`config.mk`:
```
export PLATFORM = sky130hd
export DESIGN_NAME = exec_ctrl_flat
export DESIGN_NICKNAME = d
export VERILOG_FILES = /design/src/rtl/exec_ctrl_pkg.sv /design/src/rtl/exec_ctrl_if.sv /design/src/rtl/exec_ctrl_edge_det.sv /design/src/rtl/exec_ctrl.sv /design/src/flat_wrapper.sv
export SDC_FILE = /design/constraint.sdc
export NUM_CORES = 1
export LEC_CHECK = 0
export BUFFER_PORTS_ARGS = -buffer_cell sky130_fd_sc_hd__buf_4
export CELL_PAD_IN_SITES_DETAIL_PLACEMENT = 1
export CELL_PAD_IN_SITES_GLOBAL_PLACEMENT = 1
export CORE_ASPECT_RATIO = 1.5
export CORE_UTILIZATION = 40
export DETAILED_ROUTE_END_ITERATION = 6
export PLACE_DENSITY = 0.79
export SYNTH_ARGS = -nofsm -noshare
export SYNTH_HDL_FRONTEND = slang
export SYNTH_SLANG_ARGS = --single-unit
```
`constraint.sdc`:
```
create_clock -name clk -period 2.45 [get_ports clk]
set_input_delay 0.3675 -clock clk [delete_from_list [all_inputs] [get_ports clk]]
set_output_delay 0.3675 -clock clk [all_outputs]
set_load 0.02 [all_outputs]
```
`src/rtl/exec_ctrl_pkg.sv`:
```
// ============================================================================
// exec_ctrl_pkg : shared state encoding and defaults for the execution control.
// Revision 1.0
// ============================================================================
`default_nettype none

package exec_ctrl_pkg;

  typedef enum logic [2:0] {
    S_IDLE = 3'd0,
    S_STEP = 3'd1,
    S_RUN  = 3'd2,
    S_FAST = 3'd3,
    S_EDIT = 3'd4
  } state_t;

  localparam int unsigned RUN_DIV_DEFAULT = 4;

endpackage

`default_nettype wire

```
`src/rtl/exec_ctrl_if.sv`:
```
// ============================================================================
// exec_ctrl_if : front-panel / CPU / ROM-port bundle of exec_ctrl.
// Optional step_count present when EXEC_CTRL_STEP_CNT_EN is defined.
// Revision 1.0
// ============================================================================
`default_nettype none

interface exec_ctrl_if;
  logic       NEXT;
  logic       RUN;
  logic       SPEEDRUN;
  logic       edit;
  logic       send;
  logic [7:0] unit;
  logic [7:0] code;
  logic       halt;
  logic       step_en;
  logic       rom_we;
  logic [7:0] rom_addr;
  logic [7:0] rom_wdata;
  logic [2:0] mode;
`ifdef EXEC_CTRL_STEP_CNT_EN
  logic [15:0] step_count;

  modport master (
    output NEXT, RUN, SPEEDRUN, edit, send, unit, code, halt,
    input  step_en, rom_we, rom_addr, rom_wdata, mode, step_count
  );
  modport slave (
    input  NEXT, RUN, SPEEDRUN, edit, send, unit, code, halt,
    output step_en, rom_we, rom_addr, rom_wdata, mode, step_count
  );
`else
  modport master (
    output NEXT, RUN, SPEEDRUN, edit, send, unit, code, halt,
    input  step_en, rom_we, rom_addr, rom_wdata, mode
  );
  modport slave (
    input  NEXT, RUN, SPEEDRUN, edit, send, unit, code, halt,
    output step_en, rom_we, rom_addr, rom_wdata, mode
  );
`endif
endinterface

`default_nettype wire

```
`src/rtl/exec_ctrl_edge_det.sv`:
```
// ============================================================================
// edge_det : 1-bit rising-edge detector, async active-low reset.
// Revision 1.0
// ============================================================================
`default_nettype none

module edge_det (
  input  logic clk,
  input  logic rst,
  input  logic din,
  output logic rise
);

  logic prev;
  logic armed;

  // armed stays low for the first clock after reset so a level already high
  // at release is absorbed into the history instead of reading as an edge.
  always_ff @(posedge clk or negedge rst) begin
    if (!rst) begin
      prev  <= 1'b0;
      armed <= 1'b0;
    end else begin
      prev  <= din;
      armed <= 1'b1;
    end
  end

  assign rise = din & ~prev & armed;

endmodule

`default_nettype wire

```
`src/rtl/exec_ctrl.sv`:
```
// ============================================================================
// exec_ctrl : step / run / full-speed / ROM-edit controller for a small CPU.
// Optional macro EXEC_CTRL_STEP_CNT_EN adds a saturating step_count output.
// Revision 1.0
// ============================================================================
`default_nettype none

module exec_ctrl
  import exec_ctrl_pkg::*;
#(
  parameter int unsigned RUN_DIV = RUN_DIV_DEFAULT  // legal 1..255
) (
  input  logic        clk,
  input  logic        rst,
  exec_ctrl_if.slave  bus
);

  localparam logic [7:0] DIV_LAST = 8'(RUN_DIV - 1);

  logic       next_rise;
  logic       speed_rise;
  logic       send_rise;
  state_t     state;
  logic       step_q;
  logic       rom_we_q;
  logic       wr_pend;
  logic       run_blocked;
  logic [7:0] div;
  logic [7:0] rom_addr_q;
  logic [7:0] rom_wdata_q;
  logic       step_out;

  edge_det u_next_det  (.clk(clk), .rst(rst), .din(bus.NEXT),     .rise(next_rise));
  edge_det u_speed_det (.clk(clk), .rst(rst), .din(bus.SPEEDRUN), .rise(speed_rise));
  edge_det u_send_det  (.clk(clk), .rst(rst), .din(bus.send),     .rise(send_rise));

  always_ff @(posedge clk or negedge rst) begin
    if (!rst) begin
      state       <= S_IDLE;
      step_q      <= 1'b0;
      rom_we_q    <= 1'b0;
      wr_pend     <= 1'b0;
      run_blocked <= 1'b0;
      div         <= 8'd0;
      rom_addr_q  <= 8'd0;
      rom_wdata_q <= 8'd0;
    end else begin
      step_q   <= 1'b0;
      rom_we_q <= 1'b0;
      wr_pend  <= 1'b0;
      if (!bus.RUN)
        run_blocked <= 1'b0;

      case (state)
        S_IDLE: begin
          if (bus.edit)
            state <= S_EDIT;
          else if (speed_rise)
            state <= S_FAST;
          else if (bus.RUN && !run_blocked) begin
            state <= S_RUN;
            div   <= 8'd0;
          end else if (next_rise)
            state <= S_STEP;
        end

        S_STEP: begin
          step_q <= ~bus.halt;
          state  <= S_IDLE;
        end

        S_RUN: begin
          if (!bus.RUN || bus.edit || bus.halt) begin
            state <= S_IDLE;
            if (bus.halt && bus.RUN)
              run_blocked <= 1'b1;
          end else begin
            step_q <= (div == 8'd0);
            div    <= (div == DIV_LAST) ? 8'd0 : div + 8'd1;
          end
        end

        // A held RUN must not restart paced execution after a halt ends FAST.
        S_FAST: begin
          if (bus.halt || bus.edit) begin
            state <= S_IDLE;
            if (bus.halt && bus.RUN)
              run_blocked <= 1'b1;
          end else
            step_q <= 1'b1;
        end

        S_EDIT: begin
          if (!bus.edit)
            state <= S_IDLE;
          else begin
            rom_we_q <= wr_pend;
            if (send_rise) begin
              rom_addr_q  <= bus.unit;
              rom_wdata_q <= bus.code;
              wr_pend     <= 1'b1;
            end
          end
        end

        default: state <= S_IDLE;
      endcase
    end
  end

  // Gating with the live halt level keeps step_en low even if halt rises mid-cycle.
  assign step_out      = step_q & ~bus.halt;
  assign bus.step_en   = step_out;
  assign bus.rom_we    = rom_we_q;
  assign bus.rom_addr  = rom_addr_q;
  assign bus.rom_wdata = rom_wdata_q;
  assign bus.mode      = state;

`ifdef EXEC_CTRL_STEP_CNT_EN
  logic [15:0] step_cnt;

  always_ff @(posedge clk or negedge rst) begin
    if (!rst)
      step_cnt <= 16'd0;
    else if (state == S_IDLE && bus.edit)
      step_cnt <= 16'd0;
    else if (step_out && step_cnt != 16'hFFFF)
      step_cnt <= step_cnt + 16'd1;
  end

  assign bus.step_count = step_cnt;
`endif

endmodule

`default_nettype wire

```
`src/flat_wrapper.sv`:
```
// flat-port wrapper written by rule: the top's interface ports become plain ports
module exec_ctrl_flat import exec_ctrl_pkg::*;
#(
  parameter int unsigned RUN_DIV = RUN_DIV_DEFAULT                 
)
  (clk, rst, bus_NEXT, bus_RUN, bus_SPEEDRUN, bus_edit, bus_send, bus_unit, bus_code, bus_halt, bus_step_en, bus_rom_we, bus_rom_addr, bus_rom_wdata, bus_mode);
  exec_ctrl_if bus_i ();
  input  logic clk;
  input  logic rst;
  input wire logic [$bits(bus_i.NEXT)-1:0] bus_NEXT;
  input wire logic [$bits(bus_i.RUN)-1:0] bus_RUN;
  input wire logic [$bits(bus_i.SPEEDRUN)-1:0] bus_SPEEDRUN;
  input wire logic [$bits(bus_i.edit)-1:0] bus_edit;
  input wire logic [$bits(bus_i.send)-1:0] bus_send;
  input wire logic [$bits(bus_i.unit)-1:0] bus_unit;
  input wire logic [$bits(bus_i.code)-1:0] bus_code;
  input wire logic [$bits(bus_i.halt)-1:0] bus_halt;
  output wire logic [$bits(bus_i.step_en)-1:0] bus_step_en;
  output wire logic [$bits(bus_i.rom_we)-1:0] bus_rom_we;
  output wire logic [$bits(bus_i.rom_addr)-1:0] bus_rom_addr;
  output wire logic [$bits(bus_i.rom_wdata)-1:0] bus_rom_wdata;
  output wire logic [$bits(bus_i.mode)-1:0] bus_mode;
  assign bus_i.NEXT = bus_NEXT;
  assign bus_i.RUN = bus_RUN;
  assign bus_i.SPEEDRUN = bus_SPEEDRUN;
  assign bus_i.edit = bus_edit;
  assign bus_i.send = bus_send;
  assign bus_i.unit = bus_unit;
  assign bus_i.code = bus_code;
  assign bus_i.halt = bus_halt;
  assign bus_step_en = bus_i.step_en;
  assign bus_rom_we = bus_i.rom_we;
  assign bus_rom_addr = bus_i.rom_addr;
  assign bus_rom_wdata = bus_i.rom_wdata;
  assign bus_mode = bus_i.mode;
  exec_ctrl #(.RUN_DIV(RUN_DIV)) u_core (.clk(clk), .rst(rst), .bus(bus_i));
endmodule
```
# After elaboration in Yosys (flattened, before gate mapping)
# Index checks and enable logic that the tools add are counted.
# classes
n_addsub	1
n_eq_ne	13
n_mux	27
n_bitwise	11
reduce_logical	13
# ops
operator	n
$mux 8	5
$mux 3	7
$pmux 8 s2	1
$pmux 3 s4	1
$mux 1	11
$add 8x1->8 const B	1
$eq 8x2->1 const B	1
$logic_not 8->1	1
$ne 2x2->1 const B	4
$and 1x1->1	7
$eq 3x2->1 const B	2
$ne 2x1->1 const B	3
$ne 5x2->1 const B	1
$reduce_and 5->1	1
$not 1->1	4
$reduce_and 4->1	1
$eq 3x1->1 const B	1
$eq 3x3->1 const B	1
$logic_not 3->1	1
$logic_or 1x1->1	3
$pmux 1 s3	1
$reduce_and 3->1	1
$logic_and 1x1->1	2
$logic_not 1->1	2
2 further kinds	2
# word_totals
register_bits	35
output_inout_bits	21

# Logic depth before layout (Yosys ltp)
# logic_depth
word_depth	8
ltp_mapped	5
depth_no_buf	5

# Modules after synthesis
# A second synthesis with hierarchy kept.
# unflattened
cells_unflattened	128
hier_area_um2	1584.0
# by_module_without_submodules
mod	n_inst	cells_each	area_per_inst_um2	seq_area_each_um2
exec_ctrl	1	116	1396.3	775.7
edge_det	3	4	62.6	50.0

# Worst setup path before layout
# No wires, ideal clock.
# synth_path
path_type	register to register
startpoint	reg u_core.state[1], in the netlist u_core.bus.mode[1]
endpoint	reg u_core.rom_addr_q[6], in the netlist u_core.bus.rom_addr[6]
setup_ns	0.125
arrival_time_ns	1.782
required_ns	2.325
slack_ns	0.544
stages_incl_launch_ff	6
synth_period_minus_slack_ns	1.906
path_cell_list	dfrtp_1 nor2_1 and2_1 nor4b_4 buf_6 mux2_2
# synth_between
elab_chain_cells	2
# synth_rtl
item	line_no	text
start, declared	exec_ctrl.sv:23	state_t state;
start signal, assigned	exec_ctrl.sv:39	state <= S_IDLE;
start signal, assigned	exec_ctrl.sv:57	state <= S_EDIT;
start signal, assigned	exec_ctrl.sv:59	state <= S_FAST;
$eq 3x3->1	exec_ctrl.sv:54	case (state)
$reduce_and 3->1 (no line)	n/a	
end signal, assigned	exec_ctrl.sv:99	rom_addr_q <= bus.unit;
end, declared	exec_ctrl.sv:29	logic [7:0] rom_addr_q;
# Every way passes these cells.
# A chain may end at the register's enable or synchronous reset.

# Worst setup path after layout
# layout_path
startpoint	reg u_core.state[1], in the netlist u_core.bus.mode[1]
endpoint	reg u_core.div[3]
# layout_between
elab_chain_cells	3
elab_cells_between_ends	9
cone_classes	eq/ne (5); mux (1); reduce/logical (3)
# layout_rtl
item	line_no	text
$eq 3x2->1 or $logic_not 3->1 (tied branches)	exec_ctrl.sv:54	
$ne 2x2->1 (no line) (tied with other cells)	n/a	
$reduce_and 5->1 (no line)	n/a	
end signal, assigned	exec_ctrl.sv:79	div <= (div == DIV_LAST) ? 8'd0 : div + 8'd1;
end, declared	exec_ctrl.sv:28	logic [7:0] div;
# Parallel ways exist; a longest one is shown, timed or not.

==> results.py <==
metrics = {
    "critical_path": {
        "critical_path_arrival_ns": 2.02,
        "rrSetupSlack_ns": 0.60,
        "rr_startpoint": "u_core.bus.mode[1]",
        "rr_worst_depth": 4,
        "crit_required_ns": 2.62,
        "crit_type": "reg -> reg",
        "path_max_fanout": 9,
        "endpoint_kind": "register",
        "start_kind": "register",
        "reg2reg_to": "u_core.div[3]",
    },
    "sta": {
        "max_freq_ghz": 0.540,
        "hold_ws_ns": 0.0247,
        "rsz0062_at_grt": "false",
        "fin_crit_ns": 1.85,
        "setup-tns-final_ns": 0,
        "slew_viol_final": 0,
        "finalCritPeriodShare": 0.756,
        "fin_skew_ns": 0.00422,
        "setup_viol": 0,
        "hold_viol_final": 0,
    },
    "yosys": {
        "synthTopCellsByCount": "dfrtp_1 (35), mux2_2 (17), nand2_1 (8), nor2b_1 (8), nor2_1 (7)",
        "syn-num-nets": 153,
        "ys_warn_count": 0,
        "synth.most_common_cell": "dfrtp_1",
        "synth_edf_count": 0,
        "synth.avg_cell_area_um2": 12.5,
        "synthArstFlopShare": 1.00,
        "yosys_most_used_dff": "dfrtp_1",
        "yosysUniqueCellTypes": 34,
        "synth.cell_area_um2": 1580,
        "ys_seq_area_frac": 0.553,
        "synth_top_area_share": 0.553,
        "synthTopCellsByArea": "dfrtp_1 (55%), mux2_2 (12%), nor2b_1 (3.2%), a22o_1 (2.2%), and3_1 (2.0%)",
        "ys_seq_elements": 35,
        "synthCells": 127,
        "synth_top_area_cell": "dfrtp_1",
    },
    "drt": {
        "vias_per_cell": 5.47,
        "drc": 0,
        "wl_per_cell_um": 17.5,
        "drt_wl_total_um": 3900,
        "via_count": 1214,
        "drt_iter0_markers": 3,
        "dr.pass1.iters": 2,
        "ant_nets": 0,
    },
    "clock_tree": {
        "root_buffer": "clkbuf_8",
        "clk_pin_slew_ns": 0.07,
        "cts_setup_buffers": 0,
        "cts_sinks": 35,
        "cts_tree": "yes",
        "clock_path_buffers": 2,
        "cts_made_buffers": 5,
        "clk_latency_ns": 0.28,
        "ctsHtreeMaxLevel": 2,
        "cts_resized": 0,
        "hold_buffers": 0,
    },
    "die": {
        "die_y_um": 79.0,
        "start_util": 0.426,
        "die_w_um": 53.4,
        "core_um2": 3720,
        "rows": 27,
        "die_area_um2": 4220,
        "ios": 45,
    },
    "grt": {
        "grt_max_degree": 36,
        "grt_pass1_wl_um": 6510,
        "grt_antenna_before_repair": 0,
        "grt_pass1_vias": 1377,
        "grt_overflow": 0,
        "grt_usage": 0.219,
    },
    "pwr": {
        "p_leak_nw": 0.994,
        "powerDensity_nw_per_um2": 743,
        "power_w": 0.00153,
        "ir_drop_mv": 0.543,
    },
    "finish": {
        "ff_latch_area_um2": 876,
        "multi_input_area_um2": 677,
        "syn2layout_area_growth_pct": 30.0,
        "antenna_cells": 0,
        "n_fill_cell": 428,
        "final_layout_size_suffix_gt1_frac": 0.430,
        "layout.nets": 205,
    },
    "placement": {
        "gp_congestion": 0.880,
        "dp_hpwl_um": 2990,
        "portBuffers": 44,
    },
    "run": {
        "drv_cap": 0,
    },
    "run_status": {
        "status": "finished, final reports clean",
    },
    "hold_path": {
        "min_path_type": "in -> async",
    },
}
## worst max-delay path by stage
stage,start,end,slack [ns]
floorplan,u_core.bus.mode[1],u_core.bus.rom_addr[6],0.54
global placement,u_core.bus.mode[1],u_core.div[3],0.70
detailed placement,u_core.bus.mode[1],u_core.div[3],0.63
CTS,u_core.bus.mode[1],u_core.div[3],0.61
global route,u_core.bus.mode[1],u_core.div[3],0.50
finish,u_core.bus.mode[1],u_core.div[3],0.60
## critical path, stage by stage (launching register included)
cell and delay, ns:
dfrtp_1 0.50, or3b_4 0.46, nor3_2 0.31, nor2_1 0.16, a211o_1 0.31
## flip-flops by register name, indices dropped and copies added, names as in the netlist
| signal | count |
|---|---|
| u_core.bus.rom_addr | 8 |
| u_core.bus.rom_wdata | 8 |
| u_core.div | 8 |
| u_core.u_send_det.prev | 1 |
| u_core.bus.mode | 3 |
| u_core.wr_pend | 1 |
| u_core.bus.rom_we | 1 |
| u_core.run_blocked | 1 |
| u_core.u_speed_det.prev | 1 |
| u_core.u_next_det.prev | 1 |
| u_core.u_next_det.armed | 1 |
| u_core.step_q | 1 |
## through the flow
stage / util / worst slack [ns] / std cells / instance area, µm²
after floorplan: - / 0.544 / 127 / 1580
after global placement: 0.530 / 0.697 / 215 / 1970
after detailed placement: 0.530 / 0.634 / 215 / 1970
after CTS: 0.554 / 0.606 / 222 / 2060
after global routing: 0.554 / 0.498 / 222 / 2060
final: 0.554 / 0.599 / 222 / 2060
## cells in the final DEF (no fill, tap or decap), types with 3 or more instances in the layout
cell      netlist  final
mux2_2         17     17
inv_1           5      5
nor2b_1         8      8
o22ai_1         5      5
and3_1          5      5
buf_4           0     46
nor3_1          3      3
nor2_1          7      7
clkbuf_8        0      6
nand2_1         8      8
dfrtp_1        35     35
a22o_1          4      4
nand3_1         4      4
## metal layers
layer | vias to the layer above | wire length (µm) | GRT usage
met5 | - | 0 | 0
met4 | 0 | 87 | 0.111
met3 | 8 | 133 | 0.0479
met2 | 29 | 2290 | 0.386
met1 | 616 | 1380 | 0.233
li1 | 561 | - | -
## area by class of cell
cell class              instances  area share
clock inverters                 1     0.00243
inverters                       5     0.00912
clock buffers                   6      0.0401
repair buffers                 46       0.168
flip-flops and latches         35       0.426
well taps                      43      0.0261
multi-input cells              86       0.329
## logic make-up (layout without fill, tap and decap cells)
family | after synthesis | in the layout | synth area share
AO/OA/AOI/OAI | 21 | 21 | 0.118
multiplexers | 17 | 17 | 0.121
buffers and inverters | 6 | 58 | 0.0190
flip-flops | 35 | 35 | 0.553
AND/OR/NAND/NOR | 45 | 45 | 0.171
other | 1 | 1 | 0.00237
adder cells (fa/ha/maj) | 2 | 2 | 0.0158
## power breakdown
part / internal, W / total [W] / leakage [nW] / switching, W
clock: 0.000220 / 0.000419 / 0.0470 / 0.000199
sequential: 0.000661 / 0.000718 / 0.454 / 0.0000565
combinational: 0.000192 / 0.000393 / 0.493 / 0.000201
No activity file was read; power rests on OpenSTA's default activity.
